$ cat src/rtl/draw_pkt_sched.sv
// Pen-sample packetiser: turns held pen samples into 3-byte draw frames and
// clear requests into 1-byte clear frames, with an idle gap after each frame.
module draw_pkt_sched #(
  parameter int GAP_CYCLES = 4
) (
  input  logic        clk_in,
  input  logic        rst_in,
  input  logic        pen_valid,
  input  logic [8:0]  pen_x,
  input  logic [7:0]  pen_y,
  input  logic [2:0]  pen_color,
  output logic        pen_ready,
  input  logic        clr_req,
  output logic [7:0]  pkt_out,
  output logic        pkt_valid,
  input  logic        pkt_ready,
  output logic        busy,
  output logic [15:0] frames_sent
);

  localparam logic [2:0] S_IDLE = 3'd0;
  localparam logic [2:0] S_HDR  = 3'd1;
  localparam logic [2:0] S_XLO  = 3'd2;
  localparam logic [2:0] S_YB   = 3'd3;
  localparam logic [2:0] S_CLR  = 3'd4;
  localparam logic [2:0] S_GAP  = 3'd5;

  localparam int GW = (GAP_CYCLES > 1) ? $clog2(GAP_CYCLES + 1) : 1;
  localparam logic [GW-1:0] GAP_LOAD = (GAP_CYCLES > 0) ? GW'(GAP_CYCLES - 1) : '0;

  logic [2:0]    state_q, state_d;
  logic          pen_pending_q, pen_pending_d;
  logic          clr_pending_q, clr_pending_d;
  logic          last_valid_q, last_valid_d;
  logic [8:0]    hold_x_q, hold_x_d;
  logic [7:0]    hold_y_q, hold_y_d;
  logic [2:0]    hold_c_q, hold_c_d;
  logic [8:0]    last_x_q, last_x_d;
  logic [7:0]    last_y_q, last_y_d;
  logic [2:0]    last_c_q, last_c_d;
  logic [GW-1:0] gap_q, gap_d;
  logic [15:0]   frames_q, frames_d;

  logic       dup;
  logic [2:0] disp_state;
  logic       disp_drop;

  assign dup = last_valid_q &&
               ({hold_x_q, hold_y_q, hold_c_q} == {last_x_q, last_y_q, last_c_q});

  // Frame selection from idle: clear wins, duplicates are dropped silently
  always_comb begin
    disp_state = S_IDLE;
    disp_drop  = 1'b0;
    if (clr_pending_q) begin
      disp_state = S_CLR;
    end else if (pen_pending_q) begin
      if (dup) disp_drop = 1'b1;
      else     disp_state = S_HDR;
    end
  end

  // Next-state, holding register, pending flags and frame counter
  always_comb begin
    state_d       = state_q;
    pen_pending_d = pen_pending_q;
    clr_pending_d = clr_pending_q | clr_req;
    last_valid_d  = last_valid_q;
    hold_x_d      = hold_x_q;
    hold_y_d      = hold_y_q;
    hold_c_d      = hold_c_q;
    last_x_d      = last_x_q;
    last_y_d      = last_y_q;
    last_c_d      = last_c_q;
    gap_d         = gap_q;
    frames_d      = frames_q;

    if (pen_valid && !pen_pending_q) begin
      pen_pending_d = 1'b1;
      hold_x_d      = pen_x;
      hold_y_d      = pen_y;
      hold_c_d      = pen_color;
    end

    case (state_q)
      S_IDLE: begin
        state_d = disp_state;
        if (disp_drop) pen_pending_d = 1'b0;
      end
      S_HDR: if (pkt_ready) state_d = S_XLO;
      S_XLO: if (pkt_ready) state_d = S_YB;
      S_YB: begin
        if (pkt_ready) begin
          pen_pending_d = 1'b0;
          last_valid_d  = 1'b1;
          last_x_d      = hold_x_q;
          last_y_d      = hold_y_q;
          last_c_d      = hold_c_q;
          frames_d      = frames_q + 16'd1;
          gap_d         = GAP_LOAD;
          // With no gap, a pending clear starts on the very next cycle
          if (GAP_CYCLES == 0) state_d = clr_pending_q ? S_CLR : S_IDLE;
          else                 state_d = S_GAP;
        end
      end
      S_CLR: begin
        if (pkt_ready) begin
          clr_pending_d = 1'b0;
          last_valid_d  = 1'b0;
          frames_d      = frames_q + 16'd1;
          gap_d         = GAP_LOAD;
          // last_valid is being cleared, so a held sample can never be a duplicate here
          if (GAP_CYCLES == 0) state_d = pen_pending_q ? S_HDR : S_IDLE;
          else                 state_d = S_GAP;
        end
      end
      S_GAP: begin
        // Final gap cycle dispatches like IDLE so the gap is exactly GAP_CYCLES long
        if (gap_q == '0) begin
          state_d = disp_state;
          if (disp_drop) pen_pending_d = 1'b0;
        end else begin
          gap_d = gap_q - 1'b1;
        end
      end
      default: state_d = S_IDLE;
    endcase
  end

  // State registers, cleared asynchronously
  always_ff @(posedge clk_in or posedge rst_in) begin
    if (rst_in) begin
      state_q       <= S_IDLE;
      pen_pending_q <= 1'b0;
      clr_pending_q <= 1'b0;
      last_valid_q  <= 1'b0;
      hold_x_q      <= '0;
      hold_y_q      <= '0;
      hold_c_q      <= '0;
      last_x_q      <= '0;
      last_y_q      <= '0;
      last_c_q      <= '0;
      gap_q         <= '0;
      frames_q      <= '0;
    end else begin
      state_q       <= state_d;
      pen_pending_q <= pen_pending_d;
      clr_pending_q <= clr_pending_d;
      last_valid_q  <= last_valid_d;
      hold_x_q      <= hold_x_d;
      hold_y_q      <= hold_y_d;
      hold_c_q      <= hold_c_d;
      last_x_q      <= last_x_d;
      last_y_q      <= last_y_d;
      last_c_q      <= last_c_d;
      gap_q         <= gap_d;
      frames_q      <= frames_d;
    end
  end

  // Byte encoding per transmit state
  always_comb begin
    pkt_out   = 8'h00;
    pkt_valid = 1'b1;
    case (state_q)
      S_HDR:   pkt_out = {1'b1, hold_c_q, 3'b000, hold_x_q[8]};
      S_XLO:   pkt_out = hold_x_q[7:0];
      S_YB:    pkt_out = hold_y_q;
      S_CLR:   pkt_out = 8'h01;
      default: pkt_valid = 1'b0;
    endcase
  end

  assign pen_ready   = !pen_pending_q;
  assign busy        = (state_q != S_IDLE) || pen_pending_q || clr_pending_q;
  assign frames_sent = frames_q;

endmodule

$ cat config.mk
export PLATFORM = sky130hd
export DESIGN_NAME = draw_pkt_sched
export DESIGN_NICKNAME = d
export VERILOG_FILES = /design/src/rtl/draw_pkt_sched.sv
export SDC_FILE = /design/constraint.sdc
export NUM_CORES = 1
export LEC_CHECK = 0
export CAP_MARGIN = 40
export CORE_ASPECT_RATIO = 2
export CORE_MARGIN = 4
export CORE_UTILIZATION = 48
export CTS_BUF_LIST = sky130_fd_sc_hd__clkbuf_16
export CTS_CLUSTER_DIAMETER = 60
export CTS_CLUSTER_SIZE = 40
export DETAILED_ROUTE_END_ITERATION = 8
export PLACE_DENSITY_LB_ADDON = 0.2
export SETUP_SLACK_MARGIN = 0.2
export SKIP_LAST_GASP = 1
export SLEW_MARGIN = 10
export SYNTH_ARGS = -nofsm -noshare
export SYNTH_HDL_FRONTEND = slang
export SYNTH_SLANG_ARGS = --single-unit
$ cat constraint.sdc
create_clock -name clk_in -period 2.4 [get_ports clk_in]
set_input_delay 0.72 -clock clk_in [delete_from_list [all_inputs] [get_ports clk_in]]
set_output_delay 0.72 -clock clk_in [all_outputs]
set_load 0.01 [all_outputs]
==> impl_results.md <==
- ANT nets after route: 0
- Distinct cell type count after synthesis: 35
- Largest net degree at the start of global routing: between 60 and 70
- Most frequent cells in the layout: dfrtp_1, mux2_2, clkdlybuf4s50_1, xor2_1, nor2_1
- Tmin final: between 2 and 2.5 ns
- Number of nets produced by synthesis: approximately 290
- Yosys warnings: 0
- RePlAce Congestion: between 0.8 and 0.9
- Fin crit share: 0.950
- Die Wd: 64.9 um
- Fin Clk Skew: 0.00445 ns
- Clk sinks: 65
- Commonest non-fill, non-tap cell in the layout: dfrtp_1
- # rows: 41
- DP Wirelength: 4.80 mm
- Leak Pwr: 1.94 nW
- Fin nets: 370
- Die area: 7900 um2
- Worst endpoint data arrival time: 1.56 ns
- Max Fclk: 438 MHz
- I/O pins: 52
- First-pass GRT wire length: 10.9 mm
- Launching point of the worst reg2reg path: state_q[1]
- DP Cell Count: 404
- Setup Crit Path Kind: reg -> out
- Initial antenna violation count: 0
- Vias in the first global route: 2,324
- CTS Buf Count: 9
- Max cap viols: 0
- Via count: 2,207
- Hold Startpoint: frames_sent[15]
- RSZ-0062 raised after global routing: yes
- FF-to-FF path depth: 7
- Crit. End Element: primary output
- Clock tree buffer depth: 2
- CTS tree: built
- Reg2reg end: frames_sent[15]
- Final Slew Violations: 0
- Latest clock arrival within the worst-skew pair: 0.33 ns
- WHS Path Cells: 1
- #FFs+latches synth: between 60 and 70
- H-tree depth: 3
- Die height: between 100 and 150 um
- Clk root buf: clkbuf_16
- Slew HR: 0.738
- Port buffer count: 51
- Flop2flop setup slack: 0.35 ns
- Final hold vios: 0
- GRT Total Usage: 0.187
- DRC violations left: 0
- Synthesized instance count: between 200 and 300
- Syn Area/Cell: 11.8 um2
- Initial Util: 0.492
- Setup TNS: 0 ns
- Slew @ Worst Pin: approximately 0.39 ns
- Status: finished, final reports clean
- DR pass1 iterations: 4
- Share of layout cells above drive strength 1: 0.303
- Post-Syn Area: 3110 um2
- Reg clk slew, reported paths: 0.05 ns
- Final setup viols: 0
- Highest net fanout along the worst path: 5
- Critical Path RT: 1.68 ns
- Core Area: roughly 6300 um2
- Max IR drop VDD: 0.000702 V
- Iter 0 DRT Violations: 93
- Worst hold path type: reg -> reg
- Vias per cell: around 5.1
- Register area share after synthesis: 0.524
- Startpoint Class: flop
- Hold Path Sink: frames_sent[15]
- Hold Buf Count CTS: 0
- Area delta synth->final: 35.5%
- Grt ovf: 0
- Avg WL per Cell: roughly 15 um
- WL final: approximately 6.7 mm
- Final Non-Filler Cells: 433
- Pwr/cell area: 1110 nW/um2
- Number of diodes: 0
[worst max-delay path, stage by stage, from the launching register on]
cell and delay (ns):
dfrtp_2 0.43, buf_4 0.14, mux2i_1 0.24, nor2_1 0.07, a21oi_1 0.15, o21ai_2 0.06
buf_2 0.14
[where the power goes]
| group | switching, mW | total (mW) | internal, mW |
|---|---|---|---|
| clock network | 0.437 | 1.22 | 0.783 |
| logic | 0.693 | 1.61 | 0.914 |
| registers | 0.389 | 1.84 | 1.45 |
[worst max path at each step]
stage | start | slack (ns) | cells after the start | endpoint
2_1_floorplan | state_q[0] | 0.41 | 5 | pkt_out[0]
3_3_place_gp | pkt_ready | 0.07 | 5 | frames_sent[15]
3_5_place_dp | pkt_ready | 0.06 | 5 | frames_sent[15]
4_1_cts | state_q[1] | 0.02 | 7 | pkt_out[5]
5_1_grt | state_q[1] | 0.04 | 7 | pkt_out[5]
6_report | state_q[0] | 0.12 | 6 | pkt_out[0]
[per-stage QoR]
stage          hold slack (ns)  cell area (um2)   util  worst slack [ns]  power, mW
2_1_floorplan            0.461             3110      -             0.408       2.71
3_3_place_gp             0.463             3810  0.605            0.0719       3.25
3_5_place_dp             0.470             3810  0.605            0.0639       3.30
4_1_cts                  0.481             4190  0.663            0.0202       4.68
5_1_grt                  0.507             4210  0.667            0.0357       4.97
6_report                 0.474             4210  0.667             0.119       4.67
[flip-flops by register name, indices dropped and copies added, names as in the netlist, 3 cells and up]
signal and flops:
gap_q 3, last_x_q 9, hold_x_q 9, frames_sent 16, hold_c_q 3, hold_y_q 8
state_q 3, last_c_q 3, last_y_q 8
[cell families after synthesis]
group                      Yosys count  synth area share
AOI/OAI and AO/OA                   21            0.0435
xor gates and xnor gates            38             0.107
adders and majority gates            4            0.0153
buffers and inverters               16            0.0218
DFF                                 65             0.524
muxes                               48             0.171
and+or+nand+nor                     71             0.117
[metal layers]
layer	part of all wire	vias up	wire length, um	global-route usage
met3	0.043	10	289	0.0498
met4	0.020	0	133	0.0927
li1	-	1070	-	-
met1	0.36	1083	2420	0.185
met2	0.58	44	3860	0.348
met5	0	-	0	0
[Yosys cell counts (all sizes together)]
master | number | area (um2)
nand3 | 6 | 35.0
ha | 3 | 37.5
inv | 6 | 22.5
nor4 | 6 | 37.5
o211ai | 1 | 7.51
nand4 | 5 | 31.3
a21boi | 1 | 18.8
o21a | 1 | 7.51
maj3 | 1 | 10.0
o2bb2ai | 1 | 8.76
and3 | 1 | 6.26
mux2 | 41 | 462
clkbuf | 4 | 15.0
a21oi | 5 | 25.0
o221ai | 1 | 8.76
or3b | 1 | 11.3
dfrtp | 65 | 1630
nand3b | 1 | 7.51
mux2i | 7 | 70.1
nor2 | 22 | 82.6
or2 | 1 | 6.26
nor2b | 2 | 12.5
nand2 | 15 | 56.3
a31oi | 3 | 18.8
nand2b | 4 | 25.0
and4 | 4 | 37.5
xnor2 | 16 | 140
buf | 6 | 30.0
o21ai | 8 | 40.0
nor3 | 3 | 15.0
xor2 | 22 | 193
[what timing repair did]
item	in CTS	in global routing
resized for setup	50	9
buffers inserted	11	2
pin swaps	5	5
endpoints found under the setup margin	10	8
[cell type report]
cell class	count	area [um2]
fillers	504	2100
flip-flops and latches	65	1630
multi-input cells	182	1440
repair buffers	78	722
clock buffers	9	225
well taps	86	108
clock inverters	7	55.1
inverters	6	30.0
Power figures use the tool's default switching activity.
==> RTL edit: new RTL, same settings <==
Set the parameter `GAP_CYCLES` to 8 (it was 4).
--- a/src/rtl/draw_pkt_sched.sv
+++ b/src/rtl/draw_pkt_sched.sv
@@ -3,3 +3,3 @@
 module draw_pkt_sched #(
-  parameter int GAP_CYCLES = 4
+  parameter int GAP_CYCLES = 8
 ) (
Formal check against the unedited RTL: not equivalent (Yosys sat finds a counterexample within 10 cycles, from zero or initial values and one cycle with rst_in high).
==> RTL edit against the unedited design <==
- synthesized area grew 6.2%
- synthesized cell count grew 1.9%
- power shrank 5.3%
- setup slack lost 38 ps
- global-route usage shrank 1.1 points
- count of clock-buffer cells in the layout is the same
- sequential cell count grew 1
- routed wire length shrank 0.70%
- via count grew 0.50%
- cell area grew 2.6%
- largest cell class unchanged
- largest power group unchanged
==> RTL edit: results (changes against the unedited design) <==
Synth Area in Compound Gates=3.337% (was 4.351%); clk_lat worst skew=330 ps (about the same); vias in the first global route=2288 (was 2324); Critical R2R Capture=gap_q[2] (was frames_sent[15]); layout cells sized above 1=28.78% (was 30.26%); final WL=6648 µm (was 6695 µm); multiplexer share of the synthesized area=18.13% (was 17.12%); FF-to-FF setup slack=550 ps (was 350 ps); max FFs per register=16 (unchanged); RePlAce Congestion=0.7958 (was 0.8763); nets=366 (was 370); XOR/XNOR Fraction of Synth Area=10.88% (was 10.72%); Least-Margin Pin Slew=511.0 ps (was 389.4 ps); WP data arrival=1600 ps (was 1560 ps); Area after DPL=0.003950 mm² (was 0.003815 mm²); P_leak=2.026 nW (was 1.945 nW); # fillers=539 (was 504); synthesized net count=295 (was 291); Worst Skew=5.985 ps (was 4.453 ps); CTS Buffer Depth=2 (unchanged); hold path startpoint=frames_sent[15] (unchanged); initial antenna violation count=0 (unchanged); hold crit path type=reg2reg (unchanged); Synth top cells by count=66 x dfrtp_1, 23 x xnor2_1, 22 x mux2_2 (was 65 x dfrtp_1, 41 x mux2_2, 22 x nor2_1, 22 x xor2_1, 16 x xnor2_1); CTS H-tree lvls=3 (unchanged); post-synthesis adder-cell area fraction=1.062% (was 1.531%); synth unique cells=39 (was 35); YS warnings=0 (unchanged); largest net degree at the start of global routing=42 (was 66); sequential element share of the synthesized area=50.06% (was 52.38%); setup TNS=0 ps (unchanged); global-route usage over all layers=17.64% (was 18.72%); first-pass GRT wire length=10960 µm (was 10900 µm); Clock Tree Root=clkbuf_16 (unchanged); FF-to-FF path depth=9 (was 7); met2 GRT Util=30.09% (was 34.77%); n_diodes=0 (unchanged); Net Switching=1.461 mW (was 1.519 mW); met3 GRT Util=4.399% (was 4.982%); Hold EP=frames_sent[15] (unchanged); total CTS buffers=9 (unchanged); ranking of synthesized cells by area=dfrtp_1 50%, mux2_4 8.2%, mux2_2 7.5% (was dfrtp_1 52%, mux2_2 15%, xor2_1 6.2%); Final HPWL DP=4784 µm (was 4801 µm); met1 Usage GRT=19.56% (was 18.53%); Crit Path Max Fanout=4 (was 5); starting DRC count in detailed routing=117 (was 93); vias per inst=5.134 (was 5.097); outcome=finished clean (unchanged); Peak supply drop=0.0006107 V (was 0.0007018 V)
==> RTL edit: area by class of cell <==
type	instances	area share [%]
sequential	66	38.31
multi-input combinational	182	36.05
timing repair buffer	72	16.23
tap	88	2.550
clock buffer	9	5.216
clock inverter	7	0.8693
inverter	8	0.7824
==> RTL edit: logic make-up (layout without fill, tap and decap cells) <==
logic type	Yosys count	in the layout
buffers and inverters	20	96
XOR/XNOR	41	41
flip-flops	66	66
multiplexers	48	48
AO/OA/AOI/OAI	17	17
AND/OR/NAND/NOR	73	73
adder cells (fa/ha/maj)	3	3
==> RTL edit: how the worst max path moves through the flow <==
stage          startpoint          to  slack [ps]
4_1_cts        state_q[1]  pkt_out[6]          50
3_5_place_dp   state_q[0]   pkt_valid         100
6_report       state_q[1]  pkt_out[4]          80
2_1_floorplan  state_q[0]  pkt_out[0]         510
5_1_grt        state_q[1]  pkt_out[6]           5
3_3_place_gp   state_q[0]   pkt_valid         130
==> RTL edit: per-stage QoR <==
| step | power [mW] | hold slack (ps) | utilization (%) | setup slack, ps | instances |
|---|---|---|---|---|---|
| floorplan | 2.726 | 467.9 | - | 506.9 | 268 |
| global placement | 3.135 | 461.0 | 59.19 | 132.2 | 407 |
| detailed placement | 3.176 | 469.0 | 59.19 | 96.25 | 407 |
| CTS | 4.447 | 478.5 | 64.34 | 51.45 | 432 |
| global route | 4.688 | 501.5 | 64.70 | 5.017 | 432 |
| finish | 4.419 | 469.9 | 64.70 | 81.32 | 432 |
==> RTL edit: critical path: stages, from the launching register on <==
cell and delay (ps):
dfrtp_1 380, buf_6 130, buf_6 110, buf_12 120
mux2i_2 140, nor2_1 110, a21oi_1 40, nor2_1 100
buf_2 130
==> RTL edit: repair_timing <==
action,in CTS,in global routing
pin swaps,1,3
buffers inserted,9,0
endpoints found under the hold margin,0,0
endpoints found under the setup margin,10,8
gates resized for setup,33,10
==> RTL edit: power groups by stage <==
| stage | clock, mW | sequential (mW) | combinational [mW] |
|---|---|---|---|
| 6_report | 1.14 | 1.80 | 1.47 |
| 5_1_grt | 1.22 | 1.86 | 1.61 |
| 4_1_cts | 1.18 | 1.81 | 1.46 |
| 3_5_place_dp | 0 | 1.83 | 1.35 |
| 3_3_place_gp | 0 | 1.82 | 1.32 |
| 2_1_floorplan | 0 | 1.71 | 1.02 |
==> RTL edit: metal layers <==
metal	vias up	part of all wire, %
met5	-	0
met4	0	2.6
met3	12	4.5
met2	54	54
met1	1092	39
li1	1060	-
